$ cat src/rtl/ghost_wall_scheduler.sv
`default_nettype none
// ============================================================================
//  Module   : ghost_wall_scheduler
//  Purpose  : Shares one maze-wall lookup port among NUM_GHOSTS ghosts. On
//             each frame_enable it snapshots all ghost positions, probes the
//             up/down/left/right edge pixel of every ghost in turn, collects
//             the wall bits in a shadow register and publishes them together.
//  Ports    : clk, reset            - clock, synchronous active-high reset
//             frame_enable          - one-cycle sweep start strobe
//             ghost_x_all/_y_all    - packed 10-bit ghost positions
//             maze_req/_tile_x/_y   - lookup request and probed tile
//             maze_gnt, maze_rdata  - request accepted, returned wall bit
//             ghost_walls           - per ghost {right,left,down,up} flags
//             walls_valid           - pulse when ghost_walls updates
//             busy                  - sweep in progress
//             sweep_overrun         - pulse when a strobe is dropped
//  Revision : 1.0 - initial release
// ============================================================================
module ghost_wall_scheduler #(
  parameter int NUM_GHOSTS   = 4,
  parameter int TILE_WIDTH   = 17,
  parameter int TILE_HEIGHT  = 15,
  parameter int SPRITE_SIZE  = 16,
  parameter int READ_LATENCY = 1,
  parameter int X_MAX        = 639,
  parameter int Y_MAX        = 479
) (
  input  logic                    clk,
  input  logic                    reset,
  input  logic                    frame_enable,
  input  logic [10*NUM_GHOSTS-1:0] ghost_x_all,
  input  logic [10*NUM_GHOSTS-1:0] ghost_y_all,
  output logic                    maze_req,
  output logic [5:0]              maze_tile_x,
  output logic [5:0]              maze_tile_y,
  input  logic                    maze_gnt,
  input  logic                    maze_rdata,
  output logic [4*NUM_GHOSTS-1:0] ghost_walls,
  output logic                    walls_valid,
  output logic                    busy,
  output logic                    sweep_overrun
);

  localparam int GW = (NUM_GHOSTS > 1) ? $clog2(NUM_GHOSTS) : 1;

  localparam logic signed [10:0] HALF_SPR = 11'(SPRITE_SIZE / 2);
  localparam logic signed [10:0] FULL_SPR = 11'(SPRITE_SIZE);
  localparam logic signed [10:0] X_LIM    = 11'(X_MAX);
  localparam logic signed [10:0] Y_LIM    = 11'(Y_MAX);
  localparam logic [9:0]         TW       = 10'(TILE_WIDTH);
  localparam logic [9:0]         TH       = 10'(TILE_HEIGHT);
  localparam logic [GW-1:0]      LAST_G   = GW'(NUM_GHOSTS - 1);
  localparam logic [2:0]         LAT      = 3'(READ_LATENCY);

  typedef enum logic [1:0] {
    S_IDLE  = 2'd0,
    S_ISSUE = 2'd1,
    S_WAIT  = 2'd2,
    S_DONE  = 2'd3
  } state_t;

  state_t state, state_next;

  logic [9:0]              snap_x [NUM_GHOSTS];
  logic [9:0]              snap_y [NUM_GHOSTS];
  logic [GW-1:0]           g;
  logic [1:0]              d;
  logic [2:0]              lat_cnt;
  logic [4*NUM_GHOSTS-1:0] shadow;

  logic [9:0]              cur_x, cur_y;
  logic signed [10:0]      base_x, base_y;
  logic signed [10:0]      probe_x, probe_y;
  logic                    probe_in_range;
  logic [5:0]              tile_x, tile_y;
  logic                    last_probe;
  logic [GW+1:0]           shadow_idx;

  logic                    step;
  logic                    step_bit;
  logic                    load_cnt;
  logic                    publish;

  // --------------------------------------------------------------------------
  // Probe geometry for the current (g,d) from the snapshot
  // --------------------------------------------------------------------------
  assign cur_x  = snap_x[g];
  assign cur_y  = snap_y[g];
  assign base_x = {1'b0, cur_x};
  assign base_y = {1'b0, cur_y};

  always_comb begin
    probe_x = base_x;
    probe_y = base_y;
    case (d)
      2'd0: begin probe_x = base_x + HALF_SPR;  probe_y = base_y - 11'sd1;    end
      2'd1: begin probe_x = base_x + HALF_SPR;  probe_y = base_y + FULL_SPR;  end
      2'd2: begin probe_x = base_x - 11'sd1;    probe_y = base_y + HALF_SPR;  end
      default: begin probe_x = base_x + FULL_SPR; probe_y = base_y + HALF_SPR; end
    endcase
  end

  // Negative results show up as the sign bit; in range implies px/py fit 10 bits.
  assign probe_in_range = ~probe_x[10] & ~probe_y[10] &
                          (probe_x <= X_LIM) & (probe_y <= Y_LIM);
  assign tile_x         = 6'(probe_x[9:0] / TW);
  assign tile_y         = 6'(probe_y[9:0] / TH);
  assign last_probe     = (g == LAST_G) && (d == 2'd3);
  assign shadow_idx     = {g, d};
  assign busy           = (state != S_IDLE);

  // --------------------------------------------------------------------------
  // Next-state and combinational outputs
  // --------------------------------------------------------------------------
  always_comb begin
    state_next  = state;
    maze_req    = 1'b0;
    maze_tile_x = 6'd0;
    maze_tile_y = 6'd0;
    step        = 1'b0;
    step_bit    = 1'b0;
    load_cnt    = 1'b0;
    publish     = 1'b0;
    case (state)
      S_IDLE: begin
        if (frame_enable) state_next = S_ISSUE;
      end
      S_ISSUE: begin
        if (!probe_in_range) begin
          // Off-screen edges count as walls and skip the lookup entirely.
          step       = 1'b1;
          step_bit   = 1'b1;
          state_next = last_probe ? S_DONE : S_ISSUE;
        end else begin
          maze_req    = 1'b1;
          maze_tile_x = tile_x;
          maze_tile_y = tile_y;
          if (maze_gnt) begin
            load_cnt   = 1'b1;
            state_next = S_WAIT;
          end
        end
      end
      S_WAIT: begin
        // Counter reaches zero on this edge: read data is valid now.
        if (lat_cnt == 3'd1) begin
          step       = 1'b1;
          step_bit   = maze_rdata;
          state_next = last_probe ? S_DONE : S_ISSUE;
        end
      end
      S_DONE: begin
        publish    = 1'b1;
        state_next = S_IDLE;
      end
      default: state_next = S_IDLE;
    endcase
  end

  // --------------------------------------------------------------------------
  // State register and datapath
  // --------------------------------------------------------------------------
  always_ff @(posedge clk) begin
    if (reset) begin
      state         <= S_IDLE;
      g             <= '0;
      d             <= 2'd0;
      lat_cnt       <= 3'd0;
      shadow        <= '1;
      ghost_walls   <= '1;
      walls_valid   <= 1'b0;
      sweep_overrun <= 1'b0;
      for (int i = 0; i < NUM_GHOSTS; i++) begin
        snap_x[i] <= 10'd0;
        snap_y[i] <= 10'd0;
      end
    end else begin
      state         <= state_next;
      walls_valid   <= publish;
      sweep_overrun <= frame_enable && (state != S_IDLE);

      if ((state == S_IDLE) && frame_enable) begin
        for (int i = 0; i < NUM_GHOSTS; i++) begin
          snap_x[i] <= ghost_x_all[10*i +: 10];
          snap_y[i] <= ghost_y_all[10*i +: 10];
        end
        g <= '0;
        d <= 2'd0;
      end

      if (load_cnt) begin
        lat_cnt <= LAT;
      end else if (state == S_WAIT) begin
        lat_cnt <= lat_cnt - 3'd1;
      end

      if (step) begin
        shadow[shadow_idx] <= step_bit;
        d <= d + 2'd1;
        if (d == 2'd3) g <= g + 1'b1;
      end

      if (publish) ghost_walls <= shadow;
    end
  end

endmodule
`default_nettype wire
$ cat config.mk
export PLATFORM = sky130hd
export DESIGN_NAME = ghost_wall_scheduler
export DESIGN_NICKNAME = d
export VERILOG_FILES = /design/src/rtl/ghost_wall_scheduler.sv
export SDC_FILE = /design/constraint.sdc
export NUM_CORES = 1
export LEC_CHECK = 0
export BUFFER_PORTS_ARGS = -buffer_cell sky130_fd_sc_hd__buf_2
export CAP_MARGIN = 20
export CORE_UTILIZATION = 59
export CTS_CLUSTER_SIZE = 16
export DETAILED_ROUTE_END_ITERATION = 10
export PLACE_DENSITY = 0.81
export SETUP_SLACK_MARGIN = 0.15
export SYNTH_ARGS = -nofsm -noshare
export SYNTH_HDL_FRONTEND = slang
export SYNTH_SLANG_ARGS = --single-unit
$ cat constraint.sdc
create_clock -name clk -period 8.3 [get_ports clk]
set_clock_uncertainty 0.15 [all_clocks]
set_input_delay 1.245 -clock clk [delete_from_list [all_inputs] [get_ports clk]]
set_output_delay 1.245 -clock clk [all_outputs]
set_load 0.01 [all_outputs]
==> qor.yml, run 1 <==
cts_buffers: 17
ir_drop_uv: 181
grt_max_degree: 81
startpoint_type: "flop"
clk_transition_reported_paths_ns: 0.06
min_period_over_period_pct: 95.2
dieArea_sq_mm: 0.0153
critical_path_class: "reg -> out"
setup_tns_ns: 0
synthesis.area_sq_mm: 0.00872
report.final.slew_viol_count: 0
antennaDiodeCount: 0
fin_util_pct: 70.4
clock-sinks: 123
crit_arrival_ns: 6.51
dieHeight_um: 124
die_w_um: 124
viasPerCell: 6.38
grt_usage_pct: 28.6
cp_max_fo: 7
drc: 0
synth_seq_cells: 123
power_density_mw_per_mm2: 253
cts_root_buf: "clkbuf_16"
slew_headroom_pct: 32.0
syn_area_per_cell_sq_um: 9.85
synth_edf_count: 80
port_buffers: 115
drive_above_1_share_pct: 25.7
hp-class: "reg -> reg"
htreeDepth: 4
grt_first_pass_wirelength_um: 33700
top_layer: "met4"
ff2ff_setup_slack_ns: 3.02
cap_violations: 0
setup_violations: 0
ioPinCount: 117
wl_met1_um: 9190
cp-end-kind: "primary output"
dp_hpwl_um: 14500
insertion_delay_ns: 0.42
yosysSeqAreaShare_pct: 37.4
wl_per_cell_um: 18.7
syn_inst: 885
fmax_mhz: 127
synth_nets: 1003
placed_cells: 1142
synthDistinctLibCells: 98
routed-wl-met2_um: 10900
synth.yosys.warnings: 0
antenna_found_initial: 0
final-hold-violation-count: 0
antenna_left: 0
syn2layout_area_growth_pct: 17.0
grt_pass1_vias: 6898
total_power_mw: 2.58
firstDrtPassIters: 5
row_count: 44
rsz0062_at_grt: "yes"
fillers: 1063
initialDrtViolationCount: 708
synthFlopType: "edfxtp_1"
vias: 7575
cts_tree: "yes"
status: "finished clean"
fin_nets: 1109
clockBufferDepth: 2
grt-ovfl-total: 0
async_flop_share_pct: 0
worst_slew_pin_slew_ns: 1.02
p_leak_nw: 3.94
period_minus_slack_ns: 7.90
initial_utilization_pct: 60.2
fp.coreArea_sq_mm: 0.0145
wl_met3_um: 1460
wl_um: 22200
final_cells: 1188
gp_congestion: 0.901
required_ns: 6.90
[final cells by class]
class	count	area, sq um	share of cell area (%)
Multi-Input combinational cell	680	5240	51.4
Sequential cell	123	3270	32.0
Timing Repair Buffer	138	781	7.65
Clock buffer	23	499	4.89
Tap cell	184	230	2.26
Inverter	31	119	1.17
Clock inverter	9	62.6	0.613
[power breakdown]
group	switching [mW]	total (mW)	internal, mW
combinational	0.670	1.12	0.455
sequential	0.0289	0.758	0.729
clock	0.269	0.692	0.423
[worst paths after layout]
path              depth (start not counted)       from             end
setup / recovery                         26       g[0]  maze_tile_x[0]
hold / removal                            1  shadow[5]  ghost_walls[5]
setup reg to reg                         15       g[0]      shadow[15]
hold reg to reg                           1  shadow[5]  ghost_walls[5]
[state kept, by name, summed over array words and instances (netlist names)]
signal,count
lat_cnt,3
state,2
d,2
g,2
snap_y,40
snap_x,40
sweep_overrun,1
shadow,16
walls_valid,1
ghost_walls,16
[cell usage after synthesis (5+ instances only)]
cell type | number | area share [%]
nand3_1 | 20 | 1.1
a211oi_1 | 5 | 0.43
nor4_1 | 5 | 0.36
o31a_1 | 5 | 0.50
nand2_1 | 37 | 1.6
nand2b_1 | 11 | 0.79
and3_1 | 8 | 0.57
o21a_1 | 11 | 0.95
a21boi_0 | 18 | 1.5
xnor2_1 | 15 | 1.5
inv_1 | 30 | 1.3
o211ai_1 | 9 | 0.77
or2_2 | 7 | 0.50
o21ai_1 | 9 | 0.52
mux2i_1 | 11 | 1.3
nor2b_1 | 24 | 1.7
or3_1 | 9 | 0.65
nand4_1 | 10 | 0.72
o31ai_1 | 6 | 0.52
a31o_2 | 5 | 0.50
nor3_1 | 16 | 0.92
a211o_1 | 16 | 1.6
a221oi_1 | 5 | 0.50
clkbuf_1 | 34 | 1.5
a31oi_1 | 15 | 1.1
o21ai_0 | 20 | 1.1
and2_1 | 100 | 7.2
ha_1 | 33 | 4.7
buf_2 | 6 | 0.34
a31o_1 | 5 | 0.50
a21o_1 | 6 | 0.52
a311o_1 | 20 | 2.3
mux4_2 | 21 | 5.4
nor2_1 | 58 | 2.5
nand3b_1 | 5 | 0.43
edfxtp_1 | 80 | 28
a21oi_1 | 39 | 2.2
o22ai_1 | 9 | 0.65
dfxtp_1 | 43 | 9.9
[layout by cell type, fill, tap and decap left out, types with 24 or more instances in the layout]
cell type	synthesis	routed
inv_1	30	30
nor2b_1	24	24
dfxtp_1	43	41
edfxtp_1	80	80
buf_2	6	115
a21oi_1	39	39
nor2_1	58	57
and2_1	100	100
nand2_1	37	36
ha_1	33	27
[cells by family (layout without fill, tap and decap cells)]
| logic type | Yosys count | in the layout | share of synthesized area [%] |
|---|---|---|---|
| AND/OR/NAND/NOR | 338 | 338 | 22.1 |
| AO/OA/AOI/OAI | 253 | 253 | 22.3 |
| flip-flops | 123 | 123 | 37.4 |
| buffers and inverters | 82 | 201 | 4.25 |
| multiplexers | 36 | 36 | 7.23 |
| adder cells (fa/ha/maj) | 35 | 35 | 4.96 |
| XOR/XNOR | 17 | 17 | 1.71 |
| other | 1 | 1 | 0.0430 |
[per-layer routing]
metal	vias up	track usage [%]
li1	3559	-
met1	3591	37.9
met2	366	46.6
met3	59	5.04
met4	0	11.7
met5	-	0
[critical path: stages (launching register included)]
cell and delay, ns:
dfxtp_4 0.41, mux4_2 0.63, ha_2 0.26, xor2_1 0.18
a221o_1 0.39, o22ai_4 0.17, inv_1 0.10, ha_2 0.22
or3_4 0.44, o22ai_2 0.17, a2bb2oi_2 0.11, or3_4 0.44
a31o_2 0.29, nand2_2 0.10, ha_2 0.20, nand3_2 0.09
a211oi_4 0.24, nor3_4 0.09, o21ai_4 0.17, xnor2_2 0.14
ha_2 0.22, nand2b_1 0.08, mux2i_2 0.20, a21boi_0 0.12
o31ai_1 0.31, a41oi_2 0.13, buf_2 0.18
[metrics by stage]
| stage | hold slack, ns | setup slack [ns] | instance area, sq um |
|---|---|---|---|
| floorplan | 0.279 | 0.559 | 8720 |
| global placement | 0.295 | 0.357 | 9360 |
| detailed placement | 0.305 | 0.0562 | 9360 |
| CTS | 0.317 | 0.170 | 10000 |
| global route | 0.323 | 0.103 | 10200 |
| finish | 0.313 | 0.396 | 10200 |
[timing repair]
item,in CTS,in global routing
hold buffers,0,0
setup buffers,3,9
gates cloned,0,0
resized for setup,13,17
pin swaps,4,8
setup endpoints to repair,2,3
Note: power is estimated with default switching activity, not from simulation.
==> run 2: changes to the inputs <==
--- a/config.mk
+++ b/config.mk
@@ -7,11 +7,14 @@
 export LEC_CHECK = 0
 export BUFFER_PORTS_ARGS = -buffer_cell sky130_fd_sc_hd__buf_2
 export CAP_MARGIN = 20
-export CORE_UTILIZATION = 59
+export CORE_MARGIN = 2
+export CORE_UTILIZATION = 61
+export CTS_BUF_LIST = sky130_fd_sc_hd__clkbuf_8
 export CTS_CLUSTER_SIZE = 16
 export DETAILED_ROUTE_END_ITERATION = 10
-export PLACE_DENSITY = 0.81
+export PLACE_DENSITY = 0.84
 export SETUP_SLACK_MARGIN = 0.15
+export SLEW_MARGIN = 10
 export SYNTH_ARGS = -nofsm -noshare
 export SYNTH_HDL_FRONTEND = slang
 export SYNTH_SLANG_ARGS = --single-unit
==> run 2 against run 1 <==
Die area hardly changed; largest cell class unchanged; critical path depth is 4 higher; largest power group unchanged; sequential power is 0.5% lower; via count is 2.0% lower; flip-flop and latch count stayed put; critical endpoint unchanged; core utilization is 1.6 points higher.
==> qor.yml, run 2 (synthesized netlist as in run 1, its figures left out) <==
total_power_mw: 2.40
period_minus_slack_ns: 7.87
rsz0062_at_grt: "no"
max_stage_delay_ns: 0.58
final_cell_mix: "115 x buf_2, 99 x and2_1, 80 x edfxtp_1, 57 x nor2_1, 41 x dfxtp_1"
fillers: 949
required_ns: 6.90
dp_hpwl_um: 14500
cap_violations: 0
setup_violations: 0
dieHeight_um: 124
critical_path_class: "reg -> out"
grt_first_pass_wirelength_um: 32700
p_leak_nw: 3.89
antenna_left: 0
clockBufferDepth: 2
clock-sinks: 123
wl_um: 20800
grt_max_degree: 81
initial_utilization_pct: 62.6
reg_top3: "snap_x: 40 flops, snap_y: 40 flops"
grt_pass1_vias: 6620
grt_usage_pct: 27.2
grt-ovfl-total: 0
insertion_delay_ns: 0.43
viasPerCell: 6.27
crit_top_cell: "ha_2"
final-hold-violation-count: 0
wl_per_cell_um: 17.5
fin_nets: 1110
syn2layout_area_growth_pct: 15.2
final_cells: 1185
worst_slew_pin_slew_ns: 1.02
ioPinCount: 117
cp-end-kind: "primary output"
port_buffers: 115
vias: 7427
drive_above_1_share_pct: 26.0
startpoint_type: "flop"
status: "finished clean"
hp-class: "reg -> reg"
die_w_um: 124
antenna_found_initial: 0
slew_headroom_pct: 32.1
final_common_cell: "buf_2"
row_count: 43
min_period_over_period_pct: 94.9
dieArea_sq_mm: 0.0153
power_density_mw_per_mm2: 239
gp_congestion: 0.921
crit_arrival_ns: 6.48
report.final.slew_viol_count: 0
initialDrtViolationCount: 830
clk_transition_reported_paths_ns: 0.07
antennaDiodeCount: 0
cts_tree: "yes"
fp.coreArea_sq_mm: 0.0139
fmax_mhz: 127
setup_tns_ns: 0
firstDrtPassIters: 6
cts_root_buf: "clkbuf_8"
cp_max_fo: 8
htreeDepth: 4
placed_cells: 1139
critPathSlowestCell: "mux4_2"
drc: 0
cts_buffers: 17
ir_drop_uv: 148
==> run 2: cell count changes in the layout (fill, tap and decap cells not counted), sizes merged <==
cell / previous run / this run
buf: 138 / 139
bufinv: 0 / 3
clkbuf: 23 / 18
clkinv: 5 / 7
clkinvlp: 2 / 0
inv: 33 / 35
==> run 2: worst max-delay path: cells and delay by family (launching register included) <==
family          cells  cell delay (ns)
mux                 3             0.88
fa+ha+maj           4             0.78
buf+inv             5             0.67
simple gates        8             1.36
compound gates      9             1.83
xor+xnor            1             0.14
flops               1             0.35
==> run 2: power breakdown <==
group	internal, mW	leakage [nW]	switching, mW
sequential	0.728	1.21	0.0255
combinational	0.447	2.46	0.649
clock	0.306	0.218	0.244
==> run 2: path summary, 6_finish.rpt <==
kind                                  from         endpoint  slack (ns)  cells past startpoint
worst max-delay path                  g[0]   maze_tile_x[0]        0.43                     30
worst min-delay path            shadow[14]  ghost_walls[14]        0.31                      1
worst max register to register        g[0]       shadow[15]        3.00                     16
worst min register to register  shadow[14]  ghost_walls[14]        0.31                      1
==> run 2: through the flow <==
stage / utilization [%] / hold WS (ns) / worst slack [ns] / instance area [sq um]
finish: 72.1 / 0.313 / 0.427 / 10000
global route: 72.1 / 0.341 / 0.0988 / 10000
CTS: 70.7 / 0.315 / 0.155 / 9860
detailed placement: 67.2 / 0.296 / 0.133 / 9360
global placement: 67.2 / 0.292 / 0.440 / 9360
floorplan: - / 0.279 / 0.559 / 8720
==> run 2: repair_timing <==
action,CTS,global route
gates resized for setup,12,21
pin swaps,6,8
buffers inserted,3,9
hold buffers,0,0
hold endpoints to repair,0,0
setup endpoints to repair,2,3
==> run 2: area by class of cell <==
type	instances	area (sq um)	area share, %
multi-input combinational	680	5240	52.1
clock inverter	14	166	1.66
clock buffer	18	248	2.47
inverter	31	119	1.18
timing repair buffer	139	783	7.80
tap	180	225	2.24
sequential	123	3270	32.5
==> run 2: per-layer routing <==
metal  wire [um]  vias to the layer above  GRT usage, %
met5           0                        -             0
met4         238                        0          8.74
met3        1360                       27          3.37
met2       10000                      355          43.4
met1        9170                     3475          38.7
li1            -                     3570             -
==> run 3: changes to the inputs <==
--- a/config.mk
+++ b/config.mk
@@ -13,6 +13,7 @@
 export CTS_CLUSTER_SIZE = 16
 export DETAILED_ROUTE_END_ITERATION = 10
 export PLACE_DENSITY = 0.84
+export REMOVE_ABC_BUFFERS = 1
 export SETUP_SLACK_MARGIN = 0.15
 export SLEW_MARGIN = 10
 export SYNTH_ARGS = -nofsm -noshare
==> run 3 against run 2 <==
Fmax is 1.4% lower; flip-flop and latch count stayed put; cell count is 0.51% higher; critical path depth is 2 lower; cell area is 1.1% higher; setup slack worse by 0.11 ns; die area did not move; critical path type unchanged; critical endpoint unchanged.
==> qor.yml, run 3 (synthesized netlist as in run 1, its figures left out) <==
status: "finished clean"
max_stage_delay_ns: 0.59
initial_utilization_pct: 62.6
dieHeight_um: 124
insertion_delay_ns: 0.43
critPathSlowestCell: "mux4_2"
final-hold-violation-count: 0
grt.met2_usage_pct: 43.0
htreeDepth: 4
met3_usage_pct: 4.24
port_buffers: 115
crit_arrival_ns: 6.59
critical_path_buf_inv_count: 3
final_common_cell: "buf_2"
clk_transition_reported_paths_ns: 0.07
clockBufferDepth: 2
critical_path_class: "reg -> out"
dp_hpwl_um: 14400
required_ns: 6.90
ioPinCount: 117
cap_violations: 0
power_density_mw_per_mm2: 244
cp_max_fo: 7
viasPerCell: 6.34
vias: 7546
fp.coreArea_sq_mm: 0.0139
antenna_left: 0
clock-sinks: 123
fmax_mhz: 125
drc: 0
grt_most_used_layer: "met2"
crit_family: "compound AO/OA/AOI/OAI gates"
grt-ovfl-total: 0
row_count: 43
die_w_um: 124
dpl_cell_area_sq_mm: 0.00936
grt_usage_pct: 27.3
gp_congestion: 0.933
syn2layout_area_growth_pct: 16.5
firstDrtPassIters: 8
p_leak_nw: 3.94
cts_tree: "yes"
cp-end-kind: "primary output"
wl_per_cell_um: 18.1
dieArea_sq_mm: 0.0153
rsz0062_at_grt: "yes"
slew_headroom_pct: 31.3
total_power_mw: 2.48
min_period_over_period_pct: 96.2
worst_slew_pin_slew_ns: 1.03
fin_area_sq_mm: 0.0102
cts_root_buf: "clkbuf_8"
fin_nets: 1115
antenna_found_initial: 1
grt_pass1_vias: 6675
final_cell_mix: "115 x buf_2, 99 x and2_1, 80 x edfxtp_1, 57 x nor2_1, 41 x dfxtp_1"
met1_usage_pct: 37.8
report.final.slew_viol_count: 0
startpoint_type: "flop"
grt_first_pass_wirelength_um: 32700
fin_util_pct: 72.9
setup_violations: 0
drive_above_1_share_pct: 26.2
initialDrtViolationCount: 814
reg_top3: "snap_x: 40 flops, snap_y: 40 flops"
crit_top_cell: "ha_2"
grt_max_degree: 81
ir_drop_uv: 159
cts_buffers: 17
wl_um: 21500
hp-class: "reg -> reg"
period_minus_slack_ns: 7.99
## run 3: cell types whose count changed in the layout (fill, tap and decap cells not counted), moves of 2 or more
| cell | previous run | this run |
|---|---|---|
| clkinv_1 | 0 | 2 |
| inv_4 | 3 | 1 |
| buf_6 | 2 | 0 |
| clkbuf_8 | 18 | 20 |
| bufinv_16 | 3 | 5 |
| buf_4 | 20 | 26 |
| mux2i_1 | 11 | 9 |
| clkinv_2 | 4 | 1 |
| mux2i_2 | 1 | 3 |
## run 3: worst register-to-register path: cells and delay by family, from the launching register on
| kind | cells | cell delay (ns) |
|---|---|---|
| AND/OR/NAND/NOR | 6 | 1.95 |
| buffers and inverters | 2 | 0.42 |
| adder cells (fa/ha/maj) | 1 | 0.16 |
| multiplexers | 1 | 0.61 |
| flip-flops | 1 | 0.41 |
| AO/OA/AOI/OAI | 5 | 1.49 |
## run 3: what timing repair did
item	CTS	global route
endpoints found under the setup margin	2	3
setup buffers	7	10
endpoints found under the hold margin	0	0
gates cloned	0	0
pin swaps	1	9
hold buffers	0	0
resized for setup	12	23
## run 3: path summary, 6_finish.rpt
| kind | start | endpoint | slack, ns | cells after the start |
|---|---|---|---|---|
| max reg2reg | g[0] | shadow[11] | 2.99 | 15 |
| min | shadow[14] | ghost_walls[14] | 0.31 | 1 |
| max | g[0] | maze_tile_x[0] | 0.31 | 28 |
| min reg2reg | shadow[14] | ghost_walls[14] | 0.31 | 1 |
## run 3: layout make-up
type | instances | area [sq um]
flip-flops and latches | 123 | 3270
multi-input cells | 680 | 5240
well taps | 180 | 225
repair buffers | 144 | 833
inverters | 31 | 119
diodes | 1 | 2.50
clock inverters | 12 | 193
clock buffers | 20 | 275
fillers | 915 | 3780
## run 3: through the flow
step / hold WS (ns) / setup TNS [ns] / std cells / setup WS [ns]
finish: 0.314 / 0 / 1191 / 0.315
global route: 0.333 / -0.0878 / 1191 / -0.0878
CTS: 0.317 / 0 / 1178 / 0.181
detailed placement: 0.299 / 0 / 1139 / 0.135
global placement: 0.292 / 0 / 1139 / 0.424
floorplan: 0.279 / 0 / 834 / 0.0434
## run 3: routing by layer
metal  vias to the layer above  wire [um]
met5                         -          0
met2                       365      10400
li1                       3577          -
met3                        65       1440
met4                         0        571
met1                      3539       9140
## run 3: where the power goes
part	switching, mW	internal [mW]
sequential	0.0251	0.728
clock	0.233	0.380
combinational	0.661	0.452
